==> src/rtl/zigzag_buf_ctrl.sv <==
// Ping-pong 8x8 coefficient buffer: raster-order writes into one bank while the
// other bank is streamed out in JPEG zigzag order with valid/ready handshakes.
module zigzag_buf_ctrl #(
    parameter int DW  = 12,
    parameter int BLK = 64
) (
    input  logic          clk,
    input  logic          rst,
    input  logic          ena,
    input  logic          clr,
    input  logic [DW-1:0] din,
    input  logic          din_valid,
    output logic          din_ready,
    output logic [DW-1:0] dout,
    output logic          dout_valid,
    input  logic          dout_ready,
    output logic          dout_sob,
    output logic          dout_eob,
    output logic          busy
);

    localparam int AW = $clog2(BLK);
    localparam logic [AW-1:0] LAST = AW'(BLK - 1);

    // Zigzag index -> raster address
    localparam logic [5:0] ZZ_ROM [0:63] = '{
         0,  1,  8, 16,  9,  2,  3, 10, 17, 24, 32, 25, 18, 11,  4,  5,
        12, 19, 26, 33, 40, 48, 41, 34, 27, 20, 13,  6,  7, 14, 21, 28,
        35, 42, 49, 56, 57, 50, 43, 36, 29, 22, 15, 23, 30, 37, 44, 51,
        58, 59, 52, 45, 38, 31, 39, 46, 53, 60, 61, 54, 47, 55, 62, 63
    };

    logic          wr_bank_reg, wr_bank_next;
    logic          rd_bank_reg, rd_bank_next;
    logic [AW-1:0] wr_cnt_reg, wr_cnt_next;
    logic [AW-1:0] rd_cnt_reg, rd_cnt_next;
    logic [1:0]    full_reg, full_next;
    logic [1:0]    set_full, drop_full;
    logic          wr_fire, rd_fire;
    logic [AW:0]   rd_addr;

    logic [DW-1:0] mem [0:2*BLK-1];

    assign din_ready  = ~full_reg[wr_bank_reg];
    assign dout_valid = full_reg[rd_bank_reg];
    assign wr_fire    = ena & din_valid & din_ready;
    assign rd_fire    = ena & dout_valid & dout_ready;

    assign rd_addr    = {rd_bank_reg, ZZ_ROM[rd_cnt_reg]};
    assign dout       = mem[rd_addr];
    assign dout_sob   = dout_valid & (rd_cnt_reg == '0);
    assign dout_eob   = dout_valid & (rd_cnt_reg == LAST);
    assign busy       = (|full_reg) | (wr_cnt_reg != '0);

    // A bank only fills while empty and only drains while full, so the set and
    // drop terms never target the same bank in one cycle.
    genvar gi;
    generate
        for (gi = 0; gi < 2; gi++) begin : g_bank
            assign set_full[gi]  = wr_fire & (wr_cnt_reg == LAST) & (wr_bank_reg == 1'(gi));
            assign drop_full[gi] = rd_fire & (rd_cnt_reg == LAST) & (rd_bank_reg == 1'(gi));
            assign full_next[gi] = ~clr & ((full_reg[gi] | set_full[gi]) & ~drop_full[gi]);
        end
    endgenerate

    always_comb begin
        wr_bank_next = wr_bank_reg;
        rd_bank_next = rd_bank_reg;
        wr_cnt_next  = wr_cnt_reg;
        rd_cnt_next  = rd_cnt_reg;
        if (wr_fire) begin
            if (wr_cnt_reg == LAST) begin
                wr_cnt_next  = '0;
                wr_bank_next = ~wr_bank_reg;
            end else begin
                wr_cnt_next = wr_cnt_reg + AW'(1);
            end
        end
        if (rd_fire) begin
            if (rd_cnt_reg == LAST) begin
                rd_cnt_next  = '0;
                rd_bank_next = ~rd_bank_reg;
            end else begin
                rd_cnt_next = rd_cnt_reg + AW'(1);
            end
        end
        if (clr) begin
            wr_bank_next = 1'b0;
            rd_bank_next = 1'b0;
            wr_cnt_next  = '0;
            rd_cnt_next  = '0;
        end
    end

    always_ff @(posedge clk) begin
        if (!rst) begin
            wr_bank_reg <= 1'b0;
            rd_bank_reg <= 1'b0;
            wr_cnt_reg  <= '0;
            rd_cnt_reg  <= '0;
            full_reg    <= '0;
        end else if (ena) begin
            wr_bank_reg <= wr_bank_next;
            rd_bank_reg <= rd_bank_next;
            wr_cnt_reg  <= wr_cnt_next;
            rd_cnt_reg  <= rd_cnt_next;
            full_reg    <= full_next;
        end
    end

    // Storage is deliberately not reset
    always_ff @(posedge clk) begin
        if (wr_fire && rst && !clr) begin
            mem[{wr_bank_reg, wr_cnt_reg}] <= din;
        end
    end

endmodule
==> config.mk <==
export PLATFORM = sky130hd
export DESIGN_NAME = zigzag_buf_ctrl
export DESIGN_NICKNAME = d
export VERILOG_FILES = /design/src/rtl/zigzag_buf_ctrl.sv
export SDC_FILE = /design/constraint.sdc
export NUM_CORES = 2
export LEC_CHECK = 0
export BUFFER_PORTS_ARGS = -buffer_cell sky130_fd_sc_hd__buf_4
export CAP_MARGIN = 20
export CORE_AREA = 2 2 319 321
export DETAILED_ROUTE_END_ITERATION = 8
export DIE_AREA = 0 0 321 323
export PLACE_DENSITY_LB_ADDON = 0.2
export RECOVER_POWER = 25
export SKIP_CTS_REPAIR_TIMING = 1
export SLEW_MARGIN = 20
export SYNTH_ARGS = -nofsm -noshare
export SYNTH_HDL_FRONTEND = slang
export SYNTH_SLANG_ARGS = --single-unit
export TNS_END_PERCENT = 100
==> constraint.sdc <==
create_clock -name clk -period 5.68 [get_ports clk]
set_clock_uncertainty 0.2 [all_clocks]
set_input_delay 1.136 -clock clk [delete_from_list [all_inputs] [get_ports clk]]
set_output_delay 1.136 -clock clk [all_outputs]
set_load 0.05 [all_outputs]
==> impl_metrics.csv <==
group,metric,value,unit
place,hpwl,101000,um
floorplanning,pin_count,35,
yosys,synth.avg_cell_area,15.2,sq um
floorplanning,core_area,101000,sq um
floorplanning,start_util,62.1,%
timing,fin_ws,-0.445,ns
setup_path,end_kind,"output port",
setup_path,arrival,4.79,ns
cts,cts_root_buffer,"clkbuf_16",
yosys,synth_top_area_share,73.7,%
yosys,synthTopCellsByCount,"edfxtp_1 (1536), nand2_1 (784), nand3_1 (264)",
layout,largest_register_ff_count,1536,
cts,cts_tree,"done",
pwr,ir_drop,0.294,mV
place,place_ws,-0.154,ns
yosys,synthCells,4110,
yosys,synth_cell_types,75,
setup_path,rr_startpoint,"wr_bank_reg",
outcome,violations,"capacitance limit, slew limit, setup timing",
layout,antenna_cells,0,
yosys,synth-async-reset-ratio,0,%
setup_path,critPathKind,"flop to output port",
layout,layout-drive-gt1-share,19.8,%
route,wirelength,176000,um
timing,period_needed,6.12,ns
yosys,synthFlopType,"edfxtp_1",
cts,clkLatencyLatePin,0.76,ns
setup_path,cpMostUsedCell,"buf_12",
outcome,status,"finished with violations",
grt,grt_max_degree,87,
setup_path,reg2reg_depth,8,
grt,grt_pass1_wl,240000,um
route,drc,0,
yosys,syn-num-nets,4145,
yosys,synth_most_common_cell,"edfxtp_1",
layout,syn_to_final_growth,16.6,%
grt,overflow,0,
yosys,synth-seq-cells,1552,
floorplanning,fp.dieH,323,um
cts,cts_buffers,153,
layout,register_area,46500,sq um
cts,clk_path_buf_depth,3,
layout,nFillCells,6140,
layout,multi_input_area,15400,sq um
grt,grtUsageTotal,31.8,%
timing,fmax,163,MHz
route,via_per_inst,6.71,
worst_hold_path,hp-class,"flop to flop",
grt,grt_pass1_vias,36200,
worst_hold_path,min_to,"full_reg[0]",
setup_path,crit_required,4.34,ns
timing,hold_viol_final,0,
timing,rsz0062_at_grt,"true",
timing,final-setup-viol-count,12,
place,gp_congestion,0.948,
setup_path,startpoint_type,"flop",
worst_hold_path,min_from,"full_reg[0]",
setup_path,ff2ff_setup_slack,1.20,ns
setup_path,cp_max_fo,11,
yosys,synth_edf_count,1536,
cts,htreeDepth,4,
route,vias,39300,
route,firstDrtPassIters,6,
timing,maxSlewHeadroom,-206,%
setup_path,r2r_end,"mem[20][3]",
yosys,synth_top_cell_by_area,"edfxtp_1",
route,drt_iter0_markers,5945,
cts,clk_pin_slew,0.06,ns
floorplanning,rows,117,
floorplanning,dieArea,104000,sq um
yosys,ys_seq_area_share,74.2,%
yosys,syn_area,62600,sq um
timing,tightest_slew,4.59,ns
setup_path,crit_chain,"buf_6 -> buf_8 -> ha_4 -> nor2b_2 -> a2111o_1 -> and4_4 -> buf_12 -> buf_12 -> clkbuf_16 -> a2111oi_1 -> o41ai_1 -> o311a_1 -> o211ai_1 -> and4bb_2 -> buf_4",
timing,hold_ws,0.400,ns
place,port_buffers,34,
yosys,synth_area_leaders,"edfxtp_1 (74%), nand2_1 (4.7%), mux2i_1 (3.3%)",
setup_path,crit_path_top_delay_cell,"a2111oi_1",
setup_path,max_stage_delay,0.69,ns
cts,cts_sinks,1552,
layout,final_nets,4463,
worst_hold_path,holdPathStages,2,
grt,antenna_found_initial,0,
pwr,p_leak,24.6,nW
pwr,power.total,22.8,mW
yosys,yosysWarnings,0,
route,antenna_left,0,
timing,fin_crit_sh,108,%
floorplanning,die_w,321,um
route,wl_per_cell,30.0,um
timing,maxSlewViolCount,848,
job,drv_cap,13,
pwr,power_density,312,nW/um^2
[report_power, final]
group | total (mW) | internal, mW | switching, mW
Combinational | 0.260 | 0.0226 | 0.237
Sequential | 12.6 | 12.6 | 0.00115
Clock | 9.90 | 5.64 | 4.26
[worst max-delay path by stage]
stage	cells past startpoint	to	start
4_1_cts	14	dout[7]	rd_cnt_reg[3]
2_1_floorplan	14	dout[6]	rd_cnt_reg[0]
3_5_place_dp	14	dout[7]	rd_cnt_reg[3]
6_report	15	dout[0]	rd_cnt_reg[0]
3_3_place_gp	14	dout[7]	rd_cnt_reg[3]
5_1_grt	17	dout[9]	rd_cnt_reg[0]
[cell families (layout without fill, tap and decap cells)]
| logic type | count (synthesis) | after routing | share of synthesized area [%] |
|---|---|---|---|
| AOI/OAI and AO/OA | 508 | 508 | 6.10 |
| muxes | 311 | 311 | 6.56 |
| and+or+nand+nor | 1430 | 1431 | 10.2 |
| DFF | 1552 | 1552 | 74.2 |
| buffers and inverters | 287 | 728 | 2.50 |
| xor gates and xnor gates | 5 | 5 | 0.0700 |
| adders and majority gates | 17 | 17 | 0.340 |
[routing by layer]
metal / GRT usage (%) / part of all wire (%) / vias up
met5: 0 / 0 / -
met4: 14.1 / 4.5 / 0
met3: 6.22 / 12 / 424
met2: 49.2 / 47 / 2621
met1: 44.6 / 37 / 19700
li1: - / - / 16600
[per-stage QoR]
| stage | area [sq um] | instances | util (%) | setup TNS [ns] |
|---|---|---|---|---|
| 5_1_grt | 73000 | 5861 | 72.4 | -4.32 |
| 3_5_place_dp | 65800 | 5475 | 65.3 | -0.259 |
| 6_report | 73000 | 5861 | 72.4 | -3.72 |
| 4_1_cts | 70600 | 5754 | 70.1 | -9.06 |
| 2_1_floorplan | 62600 | 4110 | - | 0 |
| 3_3_place_gp | 65700 | 5470 | 65.2 | -0.317 |
[area by class of cell]
cell class / count / share of cell area, %
Tap cell: 1309 / 2.25
Clock inverter: 82 / 0.957
Inverter: 10 / 0.0515
Sequential cell: 1552 / 63.7
Timing Repair Buffer: 439 / 6.26
Multi-Input combinational cell: 2272 / 21.1
Clock buffer: 197 / 5.71
[cells in the final DEF, fill, tap and decap left out, types with 13 or more instances in the layout]
cell	count
a31oi_1	32
a21oi_1	90
o21ai_0	27
nand4_1	33
nor2_1	106
o211ai_1	36
buf_16	16
a2111oi_0	36
buf_6	27
and3_1	97
a32oi_1	65
nand3_1	263
nor2_2	49
mux2_2	26
a22oi_1	16
nand2_1	781
clkbuf_16	181
clkinv_2	22
o2111ai_1	19
buf_4	313
buf_12	37
mux2i_1	198
mux4_2	76
edfxtp_1	1536
clkbuf_1	50
a311oi_1	22
nor2b_1	18
dfxtp_1	13
clkinv_1	36
a211oi_1	34
[worst max-delay path, delay by kind of cell (launching register included)]
| family | cells | cell delay (ns) |
|---|---|---|
| AO/OA/AOI/OAI | 5 | 1.86 |
| adder cells (fa/ha/maj) | 1 | 0.16 |
| buffers and inverters | 6 | 0.93 |
| flip-flops | 1 | 0.33 |
| AND/OR/NAND/NOR | 3 | 0.73 |
Power figures use the tool's default switching activity.
